--- src/rtl/seq_comparator.sv ---
// rtl/seq_comparator.sv - multi-cycle MSB-first magnitude/equality comparator
// Optional SEQ_CMP_EARLY_EXIT_EN: leave SCAN on the first differing chunk instead of after N chunks.
module seq_comparator #(
  parameter int WIDTH = 32,
  parameter int CHUNK = 4
) (
  input  logic             clock,
  input  logic             reset,
  input  logic             in_valid,
  output logic             in_ready,
  input  logic [WIDTH-1:0] a,
  input  logic [WIDTH-1:0] b,
  input  logic             is_signed,
  output logic             out_valid,
  input  logic             out_ready,
  output logic             neq,
  output logic             lt
);

  localparam int N  = WIDTH / CHUNK;
  localparam int CW = $clog2(N + 1);

  typedef enum logic [1:0] {IDLE, SCAN, DONE} state_t;

  state_t           state, state_nx;
  logic [WIDTH-1:0] sa, sb;
  logic [CW-1:0]    count;
  logic             decided;
  logic [CHUNK-1:0] ca, cb;
  logic             differ;
  logic             last;

  assign ca        = sa[WIDTH-1 -: CHUNK];
  assign cb        = sb[WIDTH-1 -: CHUNK];
  assign differ    = (ca != cb);
  assign last      = (count == CW'(N - 1));
  assign in_ready  = (state == IDLE);
  assign out_valid = (state == DONE);

  always_comb begin
    state_nx = state;
    case (state)
      IDLE: if (in_valid) state_nx = SCAN;
      SCAN: begin
`ifdef SEQ_CMP_EARLY_EXIT_EN
        if (last || (!decided && differ)) state_nx = DONE;
`else
        if (last) state_nx = DONE;
`endif
      end
      DONE: if (out_ready) state_nx = IDLE;
      default: state_nx = IDLE;
    endcase
  end

  always_ff @(posedge clock or posedge reset) begin
    if (reset) begin
      state   <= IDLE;
      sa      <= '0;
      sb      <= '0;
      count   <= '0;
      decided <= 1'b0;
      neq     <= 1'b0;
      lt      <= 1'b0;
    end else begin
      state <= state_nx;
      case (state)
        IDLE: begin
          if (in_valid) begin
            // Flipping the sign bits maps two's-complement order onto unsigned order.
            sa             <= a;
            sb             <= b;
            sa[WIDTH-1]    <= a[WIDTH-1] ^ is_signed;
            sb[WIDTH-1]    <= b[WIDTH-1] ^ is_signed;
            count          <= '0;
            decided        <= 1'b0;
            neq            <= 1'b0;
            lt             <= 1'b0;
          end
        end
        SCAN: begin
          sa    <= sa << CHUNK;
          sb    <= sb << CHUNK;
          count <= count + CW'(1);
          if (!decided && differ) begin
            decided <= 1'b1;
            neq     <= 1'b1;
            lt      <= (ca < cb);
          end
        end
        default: ;
      endcase
    end
  end

endmodule
--- config.mk ---
export PLATFORM = sky130hd
export DESIGN_NAME = seq_comparator
export DESIGN_NICKNAME = d
export VERILOG_FILES = /design/src/rtl/seq_comparator.sv
export SDC_FILE = /design/constraint.sdc
export NUM_CORES = 1
export LEC_CHECK = 0
export BUFFER_PORTS_ARGS = -buffer_cell sky130_fd_sc_hd__buf_2
export CORE_MARGIN = 5
export CORE_UTILIZATION = 39
export CTS_BUF_LIST = sky130_fd_sc_hd__clkbuf_8
export DETAILED_ROUTE_END_ITERATION = 8
export PLACE_DENSITY = 0.59
export SYNTH_ARGS = -nofsm -noshare
export SYNTH_HDL_FRONTEND = slang
export SYNTH_SLANG_ARGS = --single-unit
--- constraint.sdc ---
create_clock -name clock -period 3.7 [get_ports clock]
set_input_delay 0.185 -clock clock [delete_from_list [all_inputs] [get_ports clock]]
set_output_delay 0.185 -clock clock [all_outputs]
set_load 0.03 [all_outputs]
==> results of run 1 <==
## how the worst max path moves through the flow
| stage | to | start |
|---|---|---|
| finish | in_ready | state[1] |
| global route | in_ready | state[1] |
| CTS | in_ready | state[1] |
| detailed placement | sb[21] | state[1] |
| global placement | sb[17] | state[1] |
| floorplan | count[0] | reset |
## per-stage QoR
| stage | hold slack, ns | setup slack [ns] |
|---|---|---|
| 6_report | 0.0947 | 1.57 |
| 2_1_floorplan | 0.357 | 1.69 |
| 5_1_grt | 0.0824 | 1.44 |
| 3_3_place_gp | 0.338 | 1.76 |
| 3_5_place_dp | 0.341 | 1.71 |
| 4_1_cts | 0.0854 | 1.55 |
## metal layers
layer | track usage [%] | vias up
li1 | - | 1555
met3 | 4.38 | 13
met2 | 24.8 | 74
met4 | 4.33 | 0
met5 | 0 | -
met1 | 24.2 | 1492
## flip-flops by register name (all words and copies together), names as in the netlist
name and flops:
sb 32, state 2, count 4, sa 32, lt 1, decided 1
## layout make-up
type / instances / area [um2]
Fill cell: 949 / 5300
Sequential cell: 72 / 1800
Multi-Input combinational cell: 290 / 1790
Timing Repair Buffer: 79 / 415
Tap cell: 133 / 166
Clock buffer: 9 / 124
Clock inverter: 6 / 61.3
Inverter: 7 / 26.3
## where the power goes
part           leakage (nW)  switching (mW)  internal (mW)  total (mW)
Clock                0.0948           0.300          0.305       0.605
Sequential            0.948           0.232           1.07        1.30
Combinational         0.959           0.577          0.457        1.03
Total                  2.00            1.11           1.83        2.94
## critical path: cells and delay by family (launching register included)
family / cells / cell delay, ns
buffers and inverters: 2 / 0.73
and+or+nand+nor: 1 / 0.08
DFF: 1 / 0.77
## what timing repair did
action,CTS,global route
hold endpoints to repair,29,0
resized for setup,0,0
endpoints found under the setup margin,0,0
hold buffers,1,0
## logic make-up after synthesis
| family | count (synthesis) | synth area share (%) |
|---|---|---|
| AOI/OAI and AO/OA | 183 | 28.3 |
| xor gates and xnor gates | 2 | 0.457 |
| adders and majority gates | 5 | 1.63 |
| buffers and inverters | 43 | 6.63 |
| DFF | 72 | 47.0 |
| muxes | 2 | 0.555 |
| and+or+nand+nor | 98 | 15.4 |
## synth_stat cells, drive strengths merged, types with 4 or more instances
| cell type | n |
|---|---|
| a21oi | 62 |
| nand2 | 24 |
| buf | 27 |
| a22o | 4 |
| dfrtp | 72 |
| nor2b | 51 |
| and3b | 14 |
| a22oi | 42 |
| inv | 7 |
| o21ai | 66 |
| ha | 5 |
| clkbuf | 9 |
==> key figures, run 1 <==
Status
  • Status: complete, no violations

Clock tree
  • TritonCTS clock tree: done
  • Later-pin clock latency in the skew report: 0.35 ns
  • H-Tree Depth: 3
  • Worst-path clk slew: 0.08 ns
  • Clk sinks: 72
  • Longest Clk Path Bufs: 2
  • Root Buffer: clkbuf_8
  • Num CTS Buffers: 9
  • Post-CTS Setup Inserts: 0

Worst setup path
  • Register-to-register setup slack: 1.73 ns
  • Reg2Reg Capture Point: sb[21]
  • Worst R2R Path Depth: 3
  • CP max-delay cell: dfrtp_2
  • Crit-path cells: buf_4, nor2_1, buf_2
  • Crit path max fanout: 44
  • Crit end category: output port
  • Critical path type: reg2out
  • Worst Path Arrival: 1.95 ns
  • Crit path required time: 3.51 ns
  • Worst stage delay on the critical path: 0.77 ns
  • FF-to-FF Start: state[1]
  • Startpoint types: register

Hold path
  • Hold wc startpoint: a[1]
  • Hold Path Sink: sa[1]
  • Hold Path Depth: 3
  • HP Class: in2reg

Placed design
  • HPWL after DPL: 6000 um
  • DP Area: 4190 um2
  • Port buffer count: 72
  • Placed cells: 580
  • GP Congestion: 0.737

Timing
  • Slew @ Worst Pin: 1.09 ns
  • Slew HR: 26.9%
  • Final Max Tran Viols: 0
  • Setup_tns: 0 ns
  • # setup viols final: 0
  • Fin crit share: 57.6%
  • Clock skew: 0.0106 ns
  • F_max: 469 MHz
  • Minimum clock period: 2.13 ns
  • RSZ-0062 raised after global routing: no
  • Final hold violations: 0

Floorplanning
  • Die area: 11900 um2
  • Chip height: 109 um
  • Rows: 36
  • Core area: 9680 um2
  • Die width: 109 um
  • IO Pins: 73
  • Starting Density: 39.6%

Layout
  • Most common cell after layout, fill and taps aside: buf_2
  • ANT cells: 0
  • Fin area: 4390 um2
  • Share of cells above drive strength 1: 22.0%
  • Most frequent cells in the layout: 72 x buf_2, 70 x dfrtp_1, 62 x a21oi_1
  • Non-Filler Instances: 596
  • Post-layout util: 45.3%
  • Nets: 533
  • Area growth from synthesis to layout: 14.5%

Yosys
  • Post-Syn Area: 3830 um2
  • Syn avg cell area: 9.46 um2
  • Post-synth EDFFs: 0
  • Sequential area share after synthesis: 47.0%
  • Synth area leaders: dfrtp_1 47%, nor2b_1 8.3%, a22oi_1 8.2%
  • Synth warnings: 0
  • Netlist cell types: 32
  • Post-synth top area share: 47.0%
  • Async SR Flop Fraction: 100%
  • Seq cells post-synth: 72
  • Yosys top cell by area: dfrtp_1
  • Syn_nets: 479
  • Prevailing post-synth register cell: dfrtp_1
  • Post-synthesis instance total: 405

Drt
  • Routed wl met2: 4270 um
  • DR iter-0 viols: 234
  • Via count: 3134
  • Uppermost layer routed: met4
  • Post-DRT Antenna Nets: 0
  • Drt total wl: 9550 um
  • WL/cell: 16.0 um
  • Met3 WL post-DR: 456 um
  • Drt drc: 0
  • Via density: 5.26
  • Pre-antenna DRT Iters: 4
  • Metal1 wirelength: 4710 um

Global route
  • Largest net degree at the start of global routing: 88
  • First-pass GRT wire length: 15600 um
  • GRT Residual Overflow: 0
  • Vias in the first global route: 3044
  • All-layer global routing usage: 16.7%
  • Initial antenna violation count: 0

Power
  • PwrDens: 670 nW/um2
  • P_leak: 2.00 nW
  • Maximum vdd drop: 0.241 mV
  • Overall power: 2.94 mW

Run
  • Max-cap violations: 0
No activity file was read; power rests on OpenSTA's default activity.
==> inputs of run 2 (changes only) <==
PLACE_DENSITY = 0.61   (was 0.59)
clock period = 1.8 ns   (was 3.7 ns; I/O delays follow)
==> key figures, run 2 (synthesis results as in run 1) <==
Hold path
  • HP Class: in2reg
  • Hold wc startpoint: a[10]
  • Hold Path Sink: sa[10]
  • Hold Path Depth: 3

Layout
  • Sequential cell area: 1800 um2
  • FILL cells: 955
  • Largest registers: sa: 32 flops, sb: 32 flops, count: 4 flops
  • Post-layout util: 47.0%
  • Share of cells above drive strength 1: 23.7%
  • Footprint of the multi-input gates: 1790 um2
  • Most common cell after layout, fill and taps aside: buf_2
  • Nets: 546
  • Area growth from synthesis to layout: 18.8%
  • Most frequent cells in the layout: 72 x buf_2, 70 x dfrtp_1, 62 x a21oi_1
  • ANT cells: 0

Placed design
  • Port buffer count: 72
  • GP Congestion: 0.768
  • HPWL after DPL: 6670 um

Floorplanning
  • IO Pins: 73
  • Die area: 11900 um2
  • Starting Density: 39.6%
  • Core area: 9680 um2
  • Chip height: 109 um
  • Rows: 36
  • Die width: 109 um

Drt
  • Via density: 5.29
  • DR iter-0 viols: 147
  • Post-DRT Antenna Nets: 0
  • Drt drc: 0
  • Pre-antenna DRT Iters: 5
  • Via count: 3228
  • WL/cell: 16.0 um
  • Drt total wl: 9770 um

Timing
  • Slew HR: 67.6%
  • Minimum clock period: 1.69 ns
  • Setup_tns: 0 ns
  • Clock skew: 0.00940 ns
  • Final hold violations: 0
  • # setup viols final: 0
  • RSZ-0062 raised after global routing: no
  • Final Max Tran Viols: 0
  • Fin Hold WS: 0.0112 ns
  • Slew @ Worst Pin: 0.485 ns
  • F_max: 593 MHz
  • Fin crit share: 93.8%

Run
  • Max-cap violations: 0

Global route
  • Initial antenna violation count: 0
  • GR Util met3: 3.97%
  • GR peak layer: met2
  • GR met1 Demand/Resource: 23.1%
  • All-layer global routing usage: 17.1%
  • First-pass GRT wire length: 16200 um
  • Largest net degree at the start of global routing: 38
  • Grt met2 use: 28.0%
  • GRT Residual Overflow: 0
  • Vias in the first global route: 3273

Clock tree
  • H-Tree Depth: 3
  • Hold_buf cts: 3
  • Num CTS Buffers: 9
  • Post-CTS Setup Inserts: 0
  • Clk sinks: 72
  • Root Buffer: clkbuf_8
  • Worst-path clk slew: 0.08 ns
  • Longest Clk Path Bufs: 2
  • Later-pin clock latency in the skew report: 0.34 ns
  • CTS resizes: 0
  • TritonCTS clock tree: done

Worst setup path
  • Startpoint types: register
  • Crit path required time: 1.71 ns
  • Register-to-register setup slack: 0.24 ns
  • Worst Path Arrival: 1.60 ns
  • Crit path max fanout: 25
  • Critical path type: reg2out
  • Crit end category: output port
  • Reg2Reg Capture Point: lt
  • Worst R2R Path Depth: 5
  • FF-to-FF Start: sb[30]

Power
  • PwrDens: 1390 nW/um2
  • Overall power: 6.34 mW
  • P_leak: 2.07 nW
  • Maximum vdd drop: 0.609 mV

Status
  • Status: complete, no violations
[run 2: cell count changes in the layout (fill, tap and decap cells not counted), moves of 2 or more]
cell,before,now
buf_4,6,15
buf_12,0,2
clkinv_2,3,1
clkinvlp_4,1,3
dlygate4sd3_1,1,3
[run 2: per-stage QoR]
| step | worst slack, ns | std cells | instance area, um2 |
|---|---|---|---|
| finish | 0.112 | 610 | 4550 |
| CTS | 0.105 | 610 | 4550 |
| detailed placement | 0.242 | 591 | 4300 |
| global route | 0.0242 | 610 | 4550 |
| global placement | 0.322 | 591 | 4300 |
| floorplan | 0.338 | 405 | 3840 |
[run 2: how the worst max path moves through the flow]
stage               endpoint  cells after the start      from  slack, ns
floorplan           state[1]                      4  state[0]       0.34
global placement          lt                      4    sa[31]       0.32
detailed placement        lt                      4    sa[31]       0.24
CTS                 in_ready                      3  state[1]       0.11
global route        in_ready                      3  state[1]       0.02
finish              in_ready                      3  state[1]       0.11
[run 2: worst max-delay path, cell delays in order, from the launching register on]
cell,delay [ns]
dfrtp_2,0.65
buf_4,0.36
nor2_1,0.06
buf_2,0.18
[run 2: layer usage]
layer  vias up  share of wire (%)  routed length, um
met1      1565                 46               4540
met2        72                 48               4650
met5         -                  0                  0
li1       1583                  -                  -
met4         0               0.80                 78
met3         8                5.2                505
[run 2: where the power goes]
part | leakage, nW | total, mW | switching (mW) | internal [mW]
logic | 1.02 | 2.24 | 1.22 | 1.02
clock network | 0.110 | 1.42 | 0.610 | 0.811
registers | 0.948 | 2.68 | 0.481 | 2.20
[run 2: cell type report]
cell class              instances  area share [%]
flip-flops and latches         72            39.6
well taps                     133            3.66
inverters                       7           0.660
repair buffers                 92            11.9
clock inverters                 6            1.84
multi-input cells             290            39.3
clock buffers                  10            3.02
